`src/rtl/slc3_isdu.sv`:
```
// SLC-3 instruction sequence/decode unit: Moore FSM driving all datapath control and SRAM strobes.
// Optional PAUSE instruction (opcode 1101) is built when SLC3_PAUSE_EN is defined.
module slc3_isdu #(
    parameter int unsigned MEM_WAIT = 2
) (
    input  logic       clk,
    input  logic       reset,
    input  logic [3:0] Opcode,
    input  logic       IR_5,
    input  logic       IR_11,
    input  logic       BEN,
    input  logic       Run,
    input  logic       Continue,
    output logic       LD_MAR,
    output logic       LD_MDR,
    output logic       LD_IR,
    output logic       LD_BEN,
    output logic       LD_CC,
    output logic       LD_REG,
    output logic       LD_PC,
    output logic       LD_LED,
    output logic       GatePC,
    output logic       GateMDR,
    output logic       GateALU,
    output logic       GateMARMUX,
    output logic [1:0] PCMUX,
    output logic       DRMUX,
    output logic       SR1MUX,
    output logic       SR2MUX,
    output logic       ADDR1MUX,
    output logic [1:0] ADDR2MUX,
    output logic [1:0] ALUK,
    output logic       Mem_OE,
    output logic       Mem_WE
);

    typedef enum logic [4:0] {
        HALTED, S18, S33, S35, S32, S01, S05, S09, S00, S22, S12,
        S04, S21, S20, S06, S25, S27, S07, S23, S16
`ifdef SLC3_PAUSE_EN
        , PAUSE1, PAUSE2
`endif
    } state_t;

    localparam logic [3:0] WAIT_LD = 4'(MEM_WAIT - 1);

    state_t     state_q, state_d;
    logic [3:0] cnt_q, cnt_d;
    logic       mem_last;

`ifdef SLC3_PAUSE_EN
    logic led_first_q, led_first_d;
`else
    logic unused_continue;
    assign unused_continue = Continue;
`endif

    assign mem_last = (cnt_q == 4'd0);

    always_ff @(posedge clk or negedge reset) begin
        if (!reset) begin
            state_q     <= HALTED;
            cnt_q       <= 4'd0;
`ifdef SLC3_PAUSE_EN
            led_first_q <= 1'b0;
`endif
        end else begin
            state_q     <= state_d;
            cnt_q       <= cnt_d;
`ifdef SLC3_PAUSE_EN
            led_first_q <= led_first_d;
`endif
        end
    end

    always_comb begin
        state_d    = state_q;
        cnt_d      = cnt_q;
        LD_MAR     = 1'b0;
        LD_MDR     = 1'b0;
        LD_IR      = 1'b0;
        LD_BEN     = 1'b0;
        LD_CC      = 1'b0;
        LD_REG     = 1'b0;
        LD_PC      = 1'b0;
        LD_LED     = 1'b0;
        GatePC     = 1'b0;
        GateMDR    = 1'b0;
        GateALU    = 1'b0;
        GateMARMUX = 1'b0;
        PCMUX      = 2'b00;
        DRMUX      = 1'b0;
        SR1MUX     = 1'b0;
        SR2MUX     = 1'b0;
        ADDR1MUX   = 1'b0;
        ADDR2MUX   = 2'b00;
        ALUK       = 2'b00;
        Mem_OE     = 1'b1;
        Mem_WE     = 1'b1;

        unique case (state_q)
            HALTED: if (Run) state_d = S18;
            S18: begin
                GatePC  = 1'b1;
                LD_MAR  = 1'b1;
                LD_PC   = 1'b1;
                state_d = S33;
                cnt_d   = WAIT_LD;
            end
            // SRAM read: counter holds the state, MDR captures on the last cycle
            S33, S25: begin
                Mem_OE = 1'b0;
                LD_MDR = mem_last;
                if (mem_last) state_d = (state_q == S33) ? S35 : S27;
                else          cnt_d   = cnt_q - 4'd1;
            end
            S35: begin
                GateMDR = 1'b1;
                LD_IR   = 1'b1;
                state_d = S32;
            end
            S32: begin
                LD_BEN = 1'b1;
                unique case (Opcode)
                    4'b0001: state_d = S01;
                    4'b0101: state_d = S05;
                    4'b1001: state_d = S09;
                    4'b0000: state_d = S00;
                    4'b1100: state_d = S12;
                    4'b0100: state_d = S04;
                    4'b0110: state_d = S06;
                    4'b0111: state_d = S07;
`ifdef SLC3_PAUSE_EN
                    4'b1101: state_d = PAUSE1;
`endif
                    default: state_d = S18;
                endcase
            end
            S01, S05, S09: begin
                SR1MUX  = 1'b1;
                SR2MUX  = (state_q != S09) ? IR_5 : 1'b0;
                ALUK    = (state_q == S01) ? 2'b00 : (state_q == S05) ? 2'b01 : 2'b10;
                GateALU = 1'b1;
                LD_REG  = 1'b1;
                LD_CC   = 1'b1;
                state_d = S18;
            end
            S00: state_d = BEN ? S22 : S18;
            S22: begin
                ADDR2MUX = 2'b10;
                PCMUX    = 2'b10;
                LD_PC    = 1'b1;
                state_d  = S18;
            end
            S12, S20: begin
                SR1MUX   = 1'b1;
                ADDR1MUX = 1'b1;
                PCMUX    = 2'b10;
                LD_PC    = 1'b1;
                state_d  = S18;
            end
            S04: begin
                GatePC  = 1'b1;
                DRMUX   = 1'b1;
                LD_REG  = 1'b1;
                state_d = IR_11 ? S21 : S20;
            end
            S21: begin
                ADDR2MUX = 2'b11;
                PCMUX    = 2'b10;
                LD_PC    = 1'b1;
                state_d  = S18;
            end
            S06, S07: begin
                SR1MUX     = 1'b1;
                ADDR1MUX   = 1'b1;
                ADDR2MUX   = 2'b01;
                GateMARMUX = 1'b1;
                LD_MAR     = 1'b1;
                state_d    = (state_q == S06) ? S25 : S23;
                cnt_d      = WAIT_LD;
            end
            S27: begin
                GateMDR = 1'b1;
                LD_REG  = 1'b1;
                LD_CC   = 1'b1;
                state_d = S18;
            end
            S23: begin
                ALUK    = 2'b11;
                GateALU = 1'b1;
                LD_MDR  = 1'b1;
                state_d = S16;
                cnt_d   = WAIT_LD;
            end
            S16: begin
                Mem_WE = 1'b0;
                if (mem_last) state_d = S18;
                else          cnt_d   = cnt_q - 4'd1;
            end
`ifdef SLC3_PAUSE_EN
            // Continue must be pressed and released before fetching again
            PAUSE1: begin
                LD_LED = led_first_q;
                if (Continue) state_d = PAUSE2;
            end
            PAUSE2: if (!Continue) state_d = S18;
`endif
            default: state_d = HALTED;
        endcase
    end

`ifdef SLC3_PAUSE_EN
    assign led_first_d = (state_d == PAUSE1) && (state_q != PAUSE1);
`endif

endmodule

```
`config.mk`:
```
export PLATFORM = sky130hd
export DESIGN_NAME = slc3_isdu
export DESIGN_NICKNAME = d
export VERILOG_FILES = /design/src/rtl/slc3_isdu.sv
export SDC_FILE = /design/constraint.sdc
export NUM_CORES = 1
export LEC_CHECK = 0
export BUFFER_PORTS_ARGS = -buffer_cell sky130_fd_sc_hd__buf_2
export CORE_MARGIN = 2
export CORE_UTILIZATION = 40
export DETAILED_ROUTE_END_ITERATION = 10
export HOLD_SLACK_MARGIN = 0.12
export PLACE_DENSITY_LB_ADDON = 0.1
export SLEW_MARGIN = 20
export SYNTH_ARGS = -nofsm -noshare
export SYNTH_HDL_FRONTEND = slang
export SYNTH_SLANG_ARGS = --single-unit
```
`constraint.sdc`:
```
create_clock -name clk -period 1.7 [get_ports clk]
set_clock_uncertainty 0.2 [all_clocks]
set_input_delay 0.085 -clock clk [delete_from_list [all_inputs] [get_ports clk]]
set_output_delay 0.085 -clock clk [all_outputs]
set_load 0.005 [all_outputs]
```
# Word level (Yosys, flattened, before mapping)
# Memories as Yosys holds them, arrays and structs flattened.
# Index checks and enable logic that the tools add are counted.
[word_totals]
ff_bits = 9
inputBits = 11
word_cells = 82
rom_bits = 80
output_inout_bits = 24
mem_count = 1
[classes]
reduce_logical = 21
n_mux = 33
add_sub_neg = 1
n_eq_ne = 24
[mem_list]
columns = ["memory", "depth", "width", "rd", "rd_ports_with_merged_regs", "wr", "line_no", "source"]
rows = [
  ["(name not given)", 16, 5, 1, 0, 0, "124", "unique case (Opcode)"],
]
[op_table]
columns = ["operator", "count"]
rows = [
  ["5-bit one-hot mux with 11 select lines", 1],
  ["5-bit by 4-bit equality test with 1-bit output (second input constant)", 8],
  ["5-bit 2-to-1 mux", 5],
  ["5-bit by 3-bit equality test with 1-bit output (second input constant)", 4],
  ["5-bit equality test (second input constant)", 4],
  ["4-bit OR reduction", 5],
  ["1-bit 2-to-1 mux", 18],
  ["5-bit by 2-bit equality test with 1-bit output (second input constant)", 2],
  ["5-bit OR reduction", 2],
  ["3-bit OR reduction", 3],
  ["4-bit 2-to-1 mux", 2],
  ["2-bit != test (second input constant)", 4],
  ["4-bit one-hot mux with 2 select lines", 1],
  ["2-bit OR reduction", 4],
  ["8-bit OR reduction", 1],
  ["7-bit OR reduction", 1],
  ["2-bit 2-to-1 mux", 3],
  ["2-bit one-hot mux with 3 select lines", 1],
  ["5-bit by 1-bit equality test with 1-bit output (second input constant)", 1],
  ["5-bit zero test", 1],
  ["5-bit by 3-bit != test with 1-bit output (second input constant)", 1],
  ["4-bit zero test", 1],
  ["2-bit one-hot mux with 2 select lines", 1],
  ["4-bit by 1-bit subtractor with 4-bit output (second input constant)", 1],
  ["4 further kinds", 4],
]

# Longest topological paths before layout
# Gate-level depths: netlist of the first run.
[depth]
word_depth = 4
ltp_mapped = 7
depth_no_buf = 6

# Least setup slack after synthesis of the first run
# No wires, ideal clock.
[synth_path]
path_kind = "register to register"
startpoint = "register cnt_q[0]"
endpoint = "register cnt_q[0]"
setup_time_ps = 119
stages_incl_launch_ff = 8
required_ps = 1381
arrival_time_ps = 1478
n_path_buf = 1
setup_slack_ps = -96
path_cell_list = "dfrtp_1 inv_1 ha_1 or3b_1 o311ai_4 buf_6 nand4_1 o21a_1"
[synth_between]
elab_chain_cells = 3
word_cells_on_any_way = 6
cone_classes = "1 x add/sub; 1 x eq/ne; 2 x mux; 2 x reduce/logical"
[synth_lines]
columns = ["item", "line_no", "source"]
rows = [
  ["from (decl)", "48", "logic [3:0] cnt_q, cnt_d;"],
  ["from (signal assigned)", "69", "cnt_q <= cnt_d;"],
  ["4-bit by 1-bit subtractor with 4-bit output or 4-bit zero test (tied branches)", "115, 199, 58", ""],
  ["4-bit 2-to-1 mux or 2-bit != test (tied branches)", "--", ""],
  ["4-bit one-hot mux with 2 select lines or 2-bit AND reduction (tied branches)", "--", ""],
]
# Several ways; a longest one is shown, not always the timed one. The select of a mux whose other input is x is not followed.
# A chain may end at the register's enable or synchronous reset.

# Worst setup path after layout of the first run
[layout_path]
startpoint = "register state_q[2]"
endpoint = "register cnt_q[3]"
[layout_between]
elab_chain_cells = 4
word_cells_on_any_way = 13
cone_classes = "8 x eq/ne; 1 x mux; 4 x reduce/logical"
[layout_lines]
columns = ["item", "line_no", "source"]
rows = [
  ["from (decl)", "47", "state_t state_q, state_d;"],
  ["from (signal assigned)", "68", "state_q <= state_d;"],
  ["5-bit by 2-bit equality test with 1-bit output, or another cell as far along", "101", "unique case (state_q)"],
  ["3-bit OR reduction (no line) or 4-bit OR reduction (tied branches)", "--", ""],
  ["2-bit != test (no line) or 2-bit nonzero test (tied branches)", "--", ""],
  ["2-bit AND reduction (no line)", "--", ""],
]
# Several ways; a longest one is shown, not always the timed one.

==> flow_summary.ini, run 1 <==
[timing]
clock.fmax_mhz = 496.0
worst_hold_slack_ns = 0.2432
post-route-period-util_pct = 118.6
period_minus_slack_ns = 2.016
hold_violations = 0
setup_viol = 28
rsz0062_at_grt = yes
slew_viol_final = 0
fin_ws_ns = -0.3163

[logic_synthesis]
synth_top_area_share_pct = 18.63
synth_ff_type = dfrtp_1
synth_top_area_cell = dfrtp_1
syn_area_per_cell_um2 = 7.650
synth_seq_area_share_pct = 18.63
synth_edf_count = 0
yosysUniqueCellTypes = 54
netlist_area_um2 = 1209
yosys_warnings = 0
async_reset_ff_share_pct = 100.0
synth_area_leaders = dfrtp_1, ha_1, o21ai_0, mux2i_1, buf_2
synth_seq_cells = 9
post_synth_inst_count = 158

[setup_path]
cp_common_cell = buf_4
cp_cell_sequence = buf_4 -> and4bb_1 -> o311ai_4 -> buf_6 -> buf_4 -> nor4_4 -> mux2i_1
crit_slowest_cell = dfrtp_1
crit_type = reg -> reg
reg2reg_to = cnt_q[3]
max_stage_delay_ns = 0.45
cp.arrival_ns = 2.00
crit_path_end_kind = register
crit_path_max_fanout = 8
rrSetupSlack_ns = -0.32
startpoint_type = register
reg2reg_from = state_q[2]
rr_worst_depth = 7
worstPathRequired_ns = 1.68

[global_routing]
grt_overflow = 0
grt_max_degree = 15
grtUsageMet3_pct = 1.747
met1_usage_pct = 33.11
grt_usage_pct = 24.47
grt_pass1_vias = 1407
antenna_found_initial = 0
grt_pass1_wl_um = 6548
use_met2_pct = 40.79
gr-max-usage-layer = met2

[cells_and_area]
mostFrequentLayoutCells = buf_4, buf_2, buf_6
multi_input_area_um2 = 1134
drive_gt1_share_pct = 64.84
synthToLayoutAreaGrowth_pct = 94.82
regArea_um2 = 230.2
finalNetCount = 274
n_fill_cell = 134
layout_commonest_cell = buf_4
antenna_cells = 0

[detailed_routing]
ant_nets = 0
wl_per_cell_um = 17.82
routed_wl_um = 5114
vias = 1693
viasPerCell = 5.899
drtPass1Iterations = 7
drtIter0Drc = 121
drc = 6

[power_and_ir_drop]
power_leakage_uw = 0.001146
powerDensity_nw_per_um2 = 1588
ir_worst_vdd_mv = 0.9826

[min_path]
hold_depth = 5
min_to = state_q[2]
min_path_type = in -> reg
min-delay-start = Opcode[0]

[place]
portBuffers = 31
place_congestion = 0.9255
hpwl_um = 2705
dp_worst_setup_slack_ns = -0.1431

[floorplan]
die_w_um = 58.97
design.core.area_um2 = 2805
die_h_um = 58.97
start_util_pct = 43.09
ioPinCount = 35
row_count = 19
die_area_um2 = 3477

[clock_network]
cts_buffer_depth = 2
clock-sinks = 9
clock_latency_ns = 0.26
clkTransAtPathRegs_ns = 0.07
cts_buffers = 3
cts_max_level = 1
clock_tree.root_cell = clkbuf_4
cts_tree = yes

[status]
outcome = complete, but fails checks
violations = design-rule violations, negative setup slack

[run]
drv_cap = 0
==> power breakdown <==
| group | leakage [uW] | switching [uW] | internal, uW |
|---|---|---|---|
| Clock | 0.0000150 | 83.9 | 90.6 |
| Sequential | 0.000110 | 123 | 304 |
| Combinational | 0.00102 | 1480 | 1660 |
| Total | 0.00115 | 1690 | 2050 |
==> cells by family (layout without fill, tap and decap cells) <==
logic type / count (synthesis) / count (layout) / synth area share [%]
AO/OA/AOI/OAI: 45 / 45 / 26.50
XOR/XNOR: 2 / 2 / 1.450
adder cells (fa/ha/maj): 6 / 6 / 6.211
buffers and inverters: 26 / 123 / 10.77
flip-flops: 9 / 9 / 18.63
multiplexers: 6 / 6 / 4.969
other: 1 / 2 / 0.3103
AND/OR/NAND/NOR: 63 / 63 / 31.16
==> timing repair <==
| item | 4_1_cts | 5_1_grt |
|---|---|---|
| setup buffers | 30 | 13 |
| pin swaps | 13 | 16 |
| setup endpoints to repair | 29 | 30 |
| hold buffers | 5 | 0 |
| resized for setup | 64 | 50 |
| hold endpoints to repair | 12 | 0 |
==> critical path, delay by kind of cell, from the launching register on <==
kind | cells | cell delay [ns]
multiplexers | 1 | 0.21
buffers and inverters | 3 | 0.47
AND/OR/NAND/NOR | 2 | 0.49
AO/OA/AOI/OAI | 1 | 0.11
flip-flops | 1 | 0.45
==> worst max path at each step <==
stage,from,end,slack [ns],cells after the start
finish,state_q[2],cnt_q[3],-0.32,7
detailed placement,state_q[2],LD_MDR,-0.14,6
CTS,cnt_q[0],LD_MDR,-0.27,6
floorplan,cnt_q[1],state_q[4],-0.03,7
global placement,state_q[2],LD_MDR,-0.14,6
global route,cnt_q[1],cnt_q[3],-0.38,9
==> flip-flops by register name (all words and copies together) (netlist names) <==
signal	flops
state_q	5
cnt_q	4
==> cell type report <==
class | count | share of cell area (%)
tap | 31 | 1.647
inverter | 9 | 1.753
clock buffer | 4 | 1.116
sequential | 9 | 9.777
multi-input combinational | 124 | 48.14
timing repair buffer | 110 | 37.57
==> synthesized netlist by cell type, types with 2 or more instances <==
cell / number
o21ai_0: 14
buf_2: 11
nand2_1: 11
dfrtp_1: 9
inv_1: 9
nor2_1: 9
nor3_1: 8
a21oi_1: 6
ha_1: 6
mux2i_1: 6
nor2b_1: 5
nor3b_1: 4
o21a_1: 4
buf_4: 3
nand2b_1: 3
nand3_1: 3
nand3b_1: 3
nand4_1: 3
a22oi_1: 2
clkbuf_1: 2
nor4_1: 2
o211ai_1: 2
o21ai_1: 2
==> stage by stage <==
stage | std cells | area, um^2 | setup TNS [ns] | util, % | power, uW
after floorplan | 159 | 1227 | -0.04444 | - | 1503
after global placement | 240 | 1595 | -0.6455 | 56.87 | 2193
after detailed placement | 240 | 1595 | -0.8651 | 56.87 | 2232
after CTS | 277 | 2086 | -3.275 | 74.35 | 3105
after global routing | 287 | 2355 | -5.751 | 83.94 | 3938
final | 287 | 2355 | -4.384 | 83.94 | 3740
==> metal layers <==
metal,vias up,routed length (um)
met4,0,226
met2,112,2522
met5,-,0
met3,27,377
li1,772,-
met1,782,1987
No activity file was read; power rests on OpenSTA's default activity.
==> run 2, diff against run 1 <==
CTS_BUF_LIST = sky130_fd_sc_hd__clkbuf_4   (was not set)
==> flow_summary.ini, run 2 (same netlist as run 1, synthesis figures left out) <==
[detailed_routing]
viasPerCell = 5.843
ant_nets = 0
drtIter0Drc = 151
vias = 1677
drc = 6
routed_wl_um = 5316
wl_per_cell_um = 18.52
drtPass1Iterations = 7

[cells_and_area]
synthToLayoutAreaGrowth_pct = 95.55
mostFrequentLayoutCells = buf_4, buf_2, buf_6
largest_register_ffs = 5
antenna_cells = 0
drive_gt1_share_pct = 65.23
utilization_pct = 84.26
finalNetCount = 274
regMostFlops = state_q
layout_commonest_cell = buf_4
reg.largest.list = state_q: 5 flops, cnt_q: 4 flops

[floorplan]
die_w_um = 58.97
ioPinCount = 35
start_util_pct = 43.09
die_area_um2 = 3477
die_h_um = 58.97
row_count = 19
design.core.area_um2 = 2805

[place]
dp_worst_setup_slack_ns = -0.1431
portBuffers = 31
hpwl_um = 2705
place_congestion = 0.9255

[clock_network]
cts_tree = yes
clock_latency_ns = 0.27
cts_buffers = 3
cts_buffer_depth = 2
clkTransAtPathRegs_ns = 0.08
clock-sinks = 9
cts_max_level = 1
clock_tree.root_cell = clkbuf_4

[timing]
slew_viol_final = 0
hold_violations = 0
post-route-period-util_pct = 117.6
rsz0062_at_grt = yes
setup_viol = 29
clock.fmax_mhz = 500.3
period_minus_slack_ns = 1.999
fin_ws_ns = -0.2990

[setup_path]
rr_worst_depth = 6
cp.arrival_ns = 1.71
worstPathRequired_ns = 1.41
startpoint_type = register
max_stage_delay_ns = 0.46
path_buf_inv = 3
cp_cell_sequence = buf_6 -> and4b_4 -> buf_4 -> o21ba_4 -> o21a_1 -> buf_2
rrSetupSlack_ns = -0.27
crit_type = reg -> out
cp-endpoint = LD_MDR
reg2reg_to = cnt_q[2]
critical_path_depth = 6
crit_path_max_fanout = 4
crit_slowest_cell = dfrtp_2
crit_path_start = state_q[2]
cp_top_family = flip-flops
reg2reg_from = state_q[0]
crit_path_end_kind = primary output

[min_path]
min_path_type = in -> reg

[global_routing]
met1_usage_pct = 33.78
grt_max_degree = 15
grt_usage_pct = 24.69
antenna_found_initial = 0
grt_pass1_vias = 1404
grt_pass1_wl_um = 6596
grt_overflow = 0
gr-max-usage-layer = met2
grtUsageMet3_pct = 1.747
use_met2_pct = 40.79

[power_and_ir_drop]
power_leakage_uw = 0.001136
switching_share_pct = 45.07
combPwrFrac_pct = 83.6
ir_worst_vdd_mv = 1.042
seq_power_share_pct = 11.2
powerDensity_nw_per_um2 = 1619
internal_power_uw = 2102
p_total_uw = 3827
p_switching_uw = 1725
power.share.clock_pct = 5.3

[run]
drv_cap = 0

[status]
violations = design-rule violations, negative setup slack
outcome = complete, but fails checks
## run 2: worst min-delay path by stage
stage                    from    endpoint  slack (ns)  depth (start not counted)
floorplan               reset    cnt_q[0]       -0.41                          0
global placement        reset    cnt_q[0]       -0.25                          1
detailed placement      reset    cnt_q[0]       -0.25                          1
CTS                 Opcode[0]  state_q[2]        0.24                          5
global route        Opcode[0]  state_q[2]        0.28                          5
finish              Opcode[0]  state_q[2]        0.24                          5
## run 2: stage by stage
step | std cells | area, um^2 | TNS [ns] | hold slack, ns
after floorplan | 159 | 1227 | -0.04444 | -0.4106
after detailed placement | 240 | 1595 | -0.8651 | -0.2456
after global placement | 240 | 1595 | -0.6455 | -0.2467
after CTS | 277 | 2090 | -3.277 | 0.2372
after global routing | 287 | 2364 | -5.591 | 0.2800
final | 287 | 2364 | -4.227 | 0.2361
## run 2: cell type report
type                       instances  area, um^2
clock buffer                       4       30.03
tap                               31       38.79
timing repair buffer             110       900.9
fill                             141       441.7
sequential                         9       231.5
multi-input combinational        124        1114
inverter                           9       48.80
## run 2: power by group through the flow
stage / sequential [uW] / clock [uW] / combinational [uW]
final: 428 / 201 / 3200
after detailed placement: 407 / 0 / 1820
after floorplan: 358 / 0 / 1150
after CTS: 404 / 195 / 2520
after global placement: 407 / 0 / 1790
after global routing: 433 / 218 / 3360
## run 2: repair_timing
action,4_1_cts,5_1_grt
hold endpoints to repair,12,0
pin swaps,13,17
gates resized for setup,64,50
setup endpoints to repair,29,30
buffers inserted,30,13
hold buffers,5,0
## run 2: per-layer routing
layer  wire length [um]  vias up
met4                229        0
met5                  0        -
met2               2583       82
met3                353       23
met1               2150      798
li1                   -      774
## run 2: worst reg2reg max path, cell delays in order (launching register included)
cell       delay [ns]
dfrtp_2          0.45
buf_6            0.13
and4bb_1         0.22
o311ai_4         0.46
buf_4            0.20
o2111ai_1        0.11
o31ai_1          0.09
